--- src/rtl/usb_tx_pkg.sv ---
// Shared types and constants for the USB transmit sequencer.
//   tx_state_t           : sequencer states
//   SYNC_BYTE            : SYNC pattern, sent LSB-first (seven 0s then a 1)
//   DEFAULT_CLKS_PER_BIT : clocks per USB bit period
//   DEFAULT_STUFF_LIMIT  : run of transmitted ones that forces a stuffed zero
package usb_tx_pkg;

    typedef enum logic [2:0] {
        StIdle,
        StSync,
        StData,
        StStuff,
        StEopWait
    } tx_state_t;

    localparam logic [7:0]  SYNC_BYTE            = 8'h80;
    localparam int unsigned DEFAULT_CLKS_PER_BIT = 8;
    localparam int unsigned DEFAULT_STUFF_LIMIT  = 6;

endpackage

--- src/rtl/usb_bit_timer.sv ---
// Bit-period counter for the USB transmit sequencer.
//   clk, n_rst : clock, asynchronous active-low reset
//   enable     : count 0..CLKS_PER_BIT-1 and wrap
//   clear      : force the count to 0 (wins over enable)
//   rollover   : high during the last clock of each period while enabled
module usb_bit_timer #(
    parameter int unsigned CLKS_PER_BIT = 8
) (
    input  logic clk,
    input  logic n_rst,
    input  logic enable,
    input  logic clear,
    output logic rollover
);

    localparam int unsigned    CntW   = (CLKS_PER_BIT > 1) ? $clog2(CLKS_PER_BIT) : 1;
    localparam logic [CntW-1:0] CntMax = CntW'(CLKS_PER_BIT - 1);

    logic [CntW-1:0] count_q;

    always_ff @(posedge clk or negedge n_rst) begin
        if (!n_rst) begin
            count_q <= '0;
        end else if (clear) begin
            count_q <= '0;
        end else if (enable) begin
            count_q <= (count_q == CntMax) ? '0 : count_q + CntW'(1);
        end
    end

    assign rollover = enable && (count_q == CntMax);

endmodule

--- src/rtl/usb_tx_ctrl.sv ---
// USB transmit sequencer feeding the NRZI encoder.
//   clk, n_rst        : clock, asynchronous active-low reset
//   tx_start          : begin a packet (honoured only when idle)
//   tx_data/valid/last: payload byte handshake, consumed when tx_ready
//   tx_ready          : byte taken this cycle if tx_valid (combinational)
//   serial_out        : current bit (1 = hold line, 0 = toggle)
//   bit_strobe        : last clock of each bit period
//   eop               : one-cycle EOP request to the encoder
//   tx_busy           : packet in progress
//   tx_done           : one-cycle pulse when the SE0/SE0/J tail completes
//   tx_error          : one-cycle pulse on payload underrun
module usb_tx_ctrl
    import usb_tx_pkg::*;
#(
    parameter int unsigned CLKS_PER_BIT = DEFAULT_CLKS_PER_BIT,
    parameter int unsigned STUFF_LIMIT  = DEFAULT_STUFF_LIMIT
) (
    input  logic       clk,
    input  logic       n_rst,
    input  logic       tx_start,
    input  logic [7:0] tx_data,
    input  logic       tx_valid,
    input  logic       tx_last,
    output logic       tx_ready,
    output logic       serial_out,
    output logic       bit_strobe,
    output logic       eop,
    output logic       tx_busy,
    output logic       tx_done,
    output logic       tx_error
);

    localparam int unsigned     OnesW   = $clog2(STUFF_LIMIT + 1);
    localparam logic [OnesW-1:0] OnesMax = OnesW'(STUFF_LIMIT);

    tx_state_t        state_q, pend_q, dest;
    logic [7:0]       shift_q;
    logic [2:0]       bit_idx_q;
    logic [OnesW-1:0] ones_cnt_q, ones_inc;
    logic             last_q, serial_q, eop_q;
    logic [1:0]       eop_cnt_q;
    logic             in_byte, byte_end, stuff_now, dest_bit, timer_clear;

    assign tx_busy     = (state_q != StIdle);
    assign timer_clear = !tx_busy;
    assign serial_out  = serial_q;
    assign eop         = eop_q;

    usb_bit_timer #(
        .CLKS_PER_BIT(CLKS_PER_BIT)
    ) u_bit_timer (
        .clk     (clk),
        .n_rst   (n_rst),
        .enable  (tx_busy),
        .clear   (timer_clear),
        .rollover(bit_strobe)
    );

    // dest/dest_bit: where the sequencer goes after this strobe, ignoring stuffing.
    always_comb begin
        in_byte   = (state_q == StSync) || (state_q == StData);
        byte_end  = bit_strobe && in_byte && (bit_idx_q == 3'd7);
        tx_ready  = byte_end && !last_q;
        tx_error  = tx_ready && !tx_valid;
        ones_inc  = ones_cnt_q + OnesW'(1);
        stuff_now = bit_strobe && in_byte && serial_q && (ones_inc == OnesMax);
        tx_done   = (state_q == StEopWait) && bit_strobe && (eop_cnt_q == 2'd2);
        dest      = state_q;
        dest_bit  = shift_q[bit_idx_q + 3'd1];
        if (byte_end) begin
            if (tx_ready && tx_valid) begin
                dest     = StData;
                dest_bit = tx_data[0];
            end else begin
                // Last byte sent, or underrun: go to the tail.
                dest     = StEopWait;
                dest_bit = 1'b1;
            end
        end
    end

    always_ff @(posedge clk or negedge n_rst) begin
        if (!n_rst) begin
            state_q    <= StIdle;
            pend_q     <= StIdle;
            shift_q    <= '0;
            bit_idx_q  <= '0;
            ones_cnt_q <= '0;
            last_q     <= 1'b0;
            serial_q   <= 1'b1;
            eop_q      <= 1'b0;
            eop_cnt_q  <= '0;
        end else begin
            eop_q <= 1'b0;
            unique case (state_q)
                StIdle: begin
                    if (tx_start) begin
                        state_q    <= StSync;
                        shift_q    <= SYNC_BYTE;
                        bit_idx_q  <= '0;
                        ones_cnt_q <= '0;
                        last_q     <= 1'b0;
                        serial_q   <= SYNC_BYTE[0];
                    end
                end
                StSync, StData: begin
                    if (bit_strobe) begin
                        if (byte_end) begin
                            if (tx_ready && tx_valid) begin
                                shift_q   <= tx_data;
                                last_q    <= tx_last;
                                bit_idx_q <= '0;
                            end
                        end else begin
                            bit_idx_q <= bit_idx_q + 3'd1;
                        end
                        eop_cnt_q <= '0;
                        if (stuff_now) begin
                            // bit_idx already points at the bit that follows the stuff.
                            state_q    <= StStuff;
                            pend_q     <= dest;
                            serial_q   <= 1'b0;
                            ones_cnt_q <= '0;
                        end else begin
                            state_q    <= dest;
                            serial_q   <= dest_bit;
                            ones_cnt_q <= serial_q ? ones_inc : '0;
                            eop_q      <= (dest == StEopWait);
                        end
                    end
                end
                StStuff: begin
                    if (bit_strobe) begin
                        state_q    <= pend_q;
                        ones_cnt_q <= '0;
                        eop_cnt_q  <= '0;
                        if (pend_q == StEopWait) begin
                            serial_q <= 1'b1;
                            eop_q    <= 1'b1;
                        end else begin
                            serial_q <= shift_q[bit_idx_q];
                        end
                    end
                end
                StEopWait: begin
                    // Three strobes: SE0, SE0, J.
                    if (bit_strobe) begin
                        if (eop_cnt_q == 2'd2) begin
                            state_q   <= StIdle;
                            eop_cnt_q <= '0;
                        end else begin
                            eop_cnt_q <= eop_cnt_q + 2'd1;
                        end
                    end
                end
                default: state_q <= StIdle;
            endcase
        end
    end

endmodule

--- config.mk ---
export PLATFORM = sky130hd
export DESIGN_NAME = usb_tx_ctrl
export DESIGN_NICKNAME = d
export VERILOG_FILES = /design/src/rtl/usb_tx_pkg.sv /design/src/rtl/usb_bit_timer.sv /design/src/rtl/usb_tx_ctrl.sv
export SDC_FILE = /design/constraint.sdc
export NUM_CORES = 1
export LEC_CHECK = 0
export BUFFER_PORTS_ARGS = -buffer_cell sky130_fd_sc_hd__buf_4
export CORE_ASPECT_RATIO = 0.6
export CORE_MARGIN = 4
export CORE_UTILIZATION = 54
export CTS_BUF_LIST = sky130_fd_sc_hd__clkbuf_4
export DETAILED_ROUTE_END_ITERATION = 12
export GPL_ROUTABILITY_DRIVEN = 0
export GPL_TIMING_DRIVEN = 0
export PLACE_DENSITY = 0.75
export SLEW_MARGIN = 30
export SYNTH_ARGS = -nofsm -noshare
export SYNTH_HDL_FRONTEND = slang
export SYNTH_SLANG_ARGS = --single-unit
--- constraint.sdc ---
create_clock -name clk -period 1.85 [get_ports clk]
set_clock_uncertainty 0.1 [all_clocks]
set_input_delay 0.0925 -clock clk [delete_from_list [all_inputs] [get_ports clk]]
set_output_delay 0.0925 -clock clk [all_outputs]
set_load 0.02 [all_outputs]
==> results.toml <==
[timing]
setup_ws_ns = -0.1824
post-route-period-util = 1.099
worst_slew_pin_slew_ns = 0.4525
max_freq_mhz = 492.0
setup_viol = 20
finalCriticalPeriod_ns = 2.032
rsz0062_at_grt = "true"
drv_slew = 0
finalHoldViolCount = 0
tns_ns = -2.294
slew_headroom = 0.6983

[pwr]
peakVddDrop_mv = 0.7820
p_per_area_nw_per_um2 = 1309
internal_power_mw = 1.991
clkPwrFrac = 0.127
p_leak_nw = 1.102
seq_power_share = 0.285
switching_share = 0.3999
p_comb_frac = 0.587
power.switching_mw = 1.326

[place]
dp_hpwl_um = 2996
port_buffers = 19
placed_cells = 237

[synthesis]
yosys.cell_types.count = 46
synth_top_family_by_area = "simple AND/OR/NAND/NOR gates"
synth_xor_area_frac = 0.02058
synthMuxAreaShare = 0.1249
synth_fa_ha_area_frac = 0.04258
synth-simple-area-share = 0.1796
avgSynthCellArea_um2 = 10.02
syn_nets = 195
synth_cells = 176
yosysSeqAreaShare = 0.3982
syn_area_um2 = 1763
yosys_warnings = 0
synth_seq_cells = 28
synth_compound_area_frac = 0.1654

[clock_tree]
numClockSinks = 28
h-tree-depth = 1
clk_pin_slew_worst_paths_ns = 0.17
cts_tree = "done"
cts-root-buf = "clkbuf_4"
insertion_delay_ns = 0.35
cts_buffers = 3
cts_buffer_depth = 2

[floorplanning]
core_area_um2 = 3003
dieArea_um2 = 4273
start_util = 0.5871
ios = 20
die_w_um = 81.77
die_h_um = 52.26
rows = 15

[route]
vias = 1655
avgRoutedWirePerCell_um = 19.32
vias_per_cell = 6.107
firstDrtPassIters = 4
antenna_left = 0
drc = 0
drt_iter0_drc = 223
wl_met1_um = 2269
routed-wl-met3_um = 467
routed_wl_um = 5237
top_layer_used = "met4"
wl_met2_um = 2406

[hold_path]
hp-class = "in -> async"

[finish]
diodes = 0
syn_to_final_growth_pct = 43.72
final_net_count = 249
final_cell_count_no_fill = 271
layout-drive-gt1-share = 0.4017
fillCellCount = 152
multi_input_area_um2 = 1156
regArea_um2 = 701.9

[global_routing]
grt_use_total = 0.2409
grt_pass1_vias = 1587
grt_start_max_net_pins = 29
antenna_found_initial = 0
grt_overflow = 0
grt_pass1_wl_um = 7679

[setup_path]
critPathArrivalTime_ns = 1.84
rr_startpoint = "u_bit_timer.count_q[0]$_DFF_PN0_"
crit_path_start = "u_bit_timer.count_q[0]$_DFF_PN0_"
start_kind = "register"
critPathRequiredTime_ns = 1.66
end_kind = "output pin"
path_max_fanout = 4
path_class = "reg -> out"

[outcome]
violations = "negative setup slack"
status = "complete, but fails checks"

[run]
drv_cap = 0
[timing repair]
| action | CTS | global route |
|---|---|---|
| buffers inserted | 7 | 12 |
| cloned | 0 | 1 |
| hold buffers | 10 | 0 |
| endpoints found under the hold margin | 37 | 0 |
| setup endpoints to repair | 27 | 27 |
| pin swaps | 5 | 10 |
| resized for setup | 16 | 40 |
[power groups by stage]
stage | sequential [mW] | clock [mW] | combinational (mW)
3_5_place_dp | 0.936 | 0 | 1.35
6_report | 0.946 | 0.423 | 1.95
4_1_cts | 0.925 | 0.415 | 1.49
5_1_grt | 0.965 | 0.451 | 2.09
3_3_place_gp | 0.920 | 0 | 1.30
2_1_floorplan | 0.903 | 0 | 1.05
[cell usage in the layout, fill, tap and decap left out, types with 3 or more instances in the layout]
| cell | n |
|---|---|
| o21ai_0 | 3 |
| buf_2 | 3 |
| buf_4 | 32 |
| mux4_2 | 3 |
| nand2_1 | 17 |
| a22o_1 | 4 |
| buf_6 | 8 |
| inv_1 | 15 |
| nand2b_1 | 3 |
| nor2_1 | 7 |
| ha_4 | 3 |
| and2_1 | 3 |
| mux2i_1 | 12 |
| dfrtp_1 | 27 |
| dlygate4sd3_1 | 10 |
| nor3_1 | 5 |
| clkbuf_4 | 3 |
[metrics by stage]
| step | util | area [µm²] | hold WS (ns) | setup WS [ns] | total power, mW |
|---|---|---|---|---|---|
| after floorplan | - | 1778 | -0.3031 | 0.004636 | 1.952 |
| after global placement | 0.6571 | 1973 | -0.07438 | -0.1835 | 2.222 |
| after detailed placement | 0.6571 | 1973 | -0.06596 | -0.2406 | 2.283 |
| after CTS | 0.7471 | 2243 | 0.08524 | -0.1316 | 2.827 |
| after global routing | 0.8438 | 2534 | 0.1021 | -0.2683 | 3.503 |
| final | 0.8438 | 2534 | 0.06386 | -0.1824 | 3.317 |
[worst paths after layout]
path | end | slack [ns] | cells past startpoint
min reg2reg | u_bit_timer.count_q[0]$_DFF_PN0_ | 0.41 | 1
max reg2reg | shift_q[0]$_DFFE_PN0P_ | -0.17 | 8
max | tx_error | -0.18 | 6
max in group asynchronous | serial_out$_DFFE_PN1P_ | 1.26 | 2
min in group clk | state_q[0]$_DFFE_PN0P_ | 0.11 | 4
min | shift_q[2]$_DFFE_PN0P_ | 0.06 | 2
[synth_stat cells, drive strengths merged]
master  instances  area share
nor4            1       0.012
or3b            1      0.0064
a311oi          2      0.0099
nor2b           3       0.011
clkbuf          3      0.0064
o21ai           6       0.017
buf             7       0.031
mux2            2       0.013
a21o            2      0.0085
a32o            1      0.0057
o32ai           1      0.0050
xnor2           2       0.021
a21boi          1      0.0043
nor3            7       0.020
o31ai           4       0.017
and2            4       0.014
nand2b          3       0.011
and3            1      0.0036
nor3b           3       0.013
dfrtp          27        0.38
nand4b          1      0.0050
o22ai           3       0.011
mux2i          13       0.074
dfstp           1       0.015
nand3           3      0.0085
inv            15       0.032
nand2          20       0.043
ha              6       0.043
nor2            9       0.019
a221oi          1      0.0085
a22o            4       0.020
o211a           1      0.0057
nand3b          2      0.0085
mux4            3       0.038
a41o            1      0.0057
and4b           1      0.0057
o22a            1      0.0050
a32oi           1      0.0050
a31oi           2      0.0071
o311ai          1      0.0050
a21oi           6       0.026
[registers in the layout (all words and copies together), names as in the netlist]
signal and cells:
state_q 3, serial_out 1, eop 1, pend_q 3
ones_cnt_q 3, eop_cnt_q 2, u_bit_timer.count_q 3, last_q 1
bit_idx_q 3, shift_q 8
[critical path: stages, from the launching register on]
cell      delay, ns
dfrtp_1        0.43
ha_4           0.16
ha_4           0.16
nor2b_4        0.15
nand3b_1       0.20
nor3_2         0.23
buf_4          0.17
[per-layer routing]
layer / up-vias / global-route usage
li1: 744 / -
met1: 797 / 0.3420
met2: 99 / 0.3660
met3: 15 / 0.06357
met4: 0 / 0.05801
met5: - / 0
[cell families after synthesis]
logic type / Yosys count
AO/OA/AOI/OAI: 38
XOR/XNOR: 2
adder cells (fa/ha/maj): 6
buffers and inverters: 25
flip-flops: 28
multiplexers: 18
AND/OR/NAND/NOR: 59
[final cells by class]
| type | instances | share of cell area |
|---|---|---|
| clock inverters | 1 | 0.01185 |
| plain buffers | 10 | 0.03062 |
| clock buffers | 3 | 0.008889 |
| inverters | 15 | 0.02222 |
| flip-flops and latches | 28 | 0.2770 |
| multi-input cells | 123 | 0.4563 |
| repair buffers | 49 | 0.1723 |
| well taps | 42 | 0.02074 |
Power figures use the tool's default switching activity.
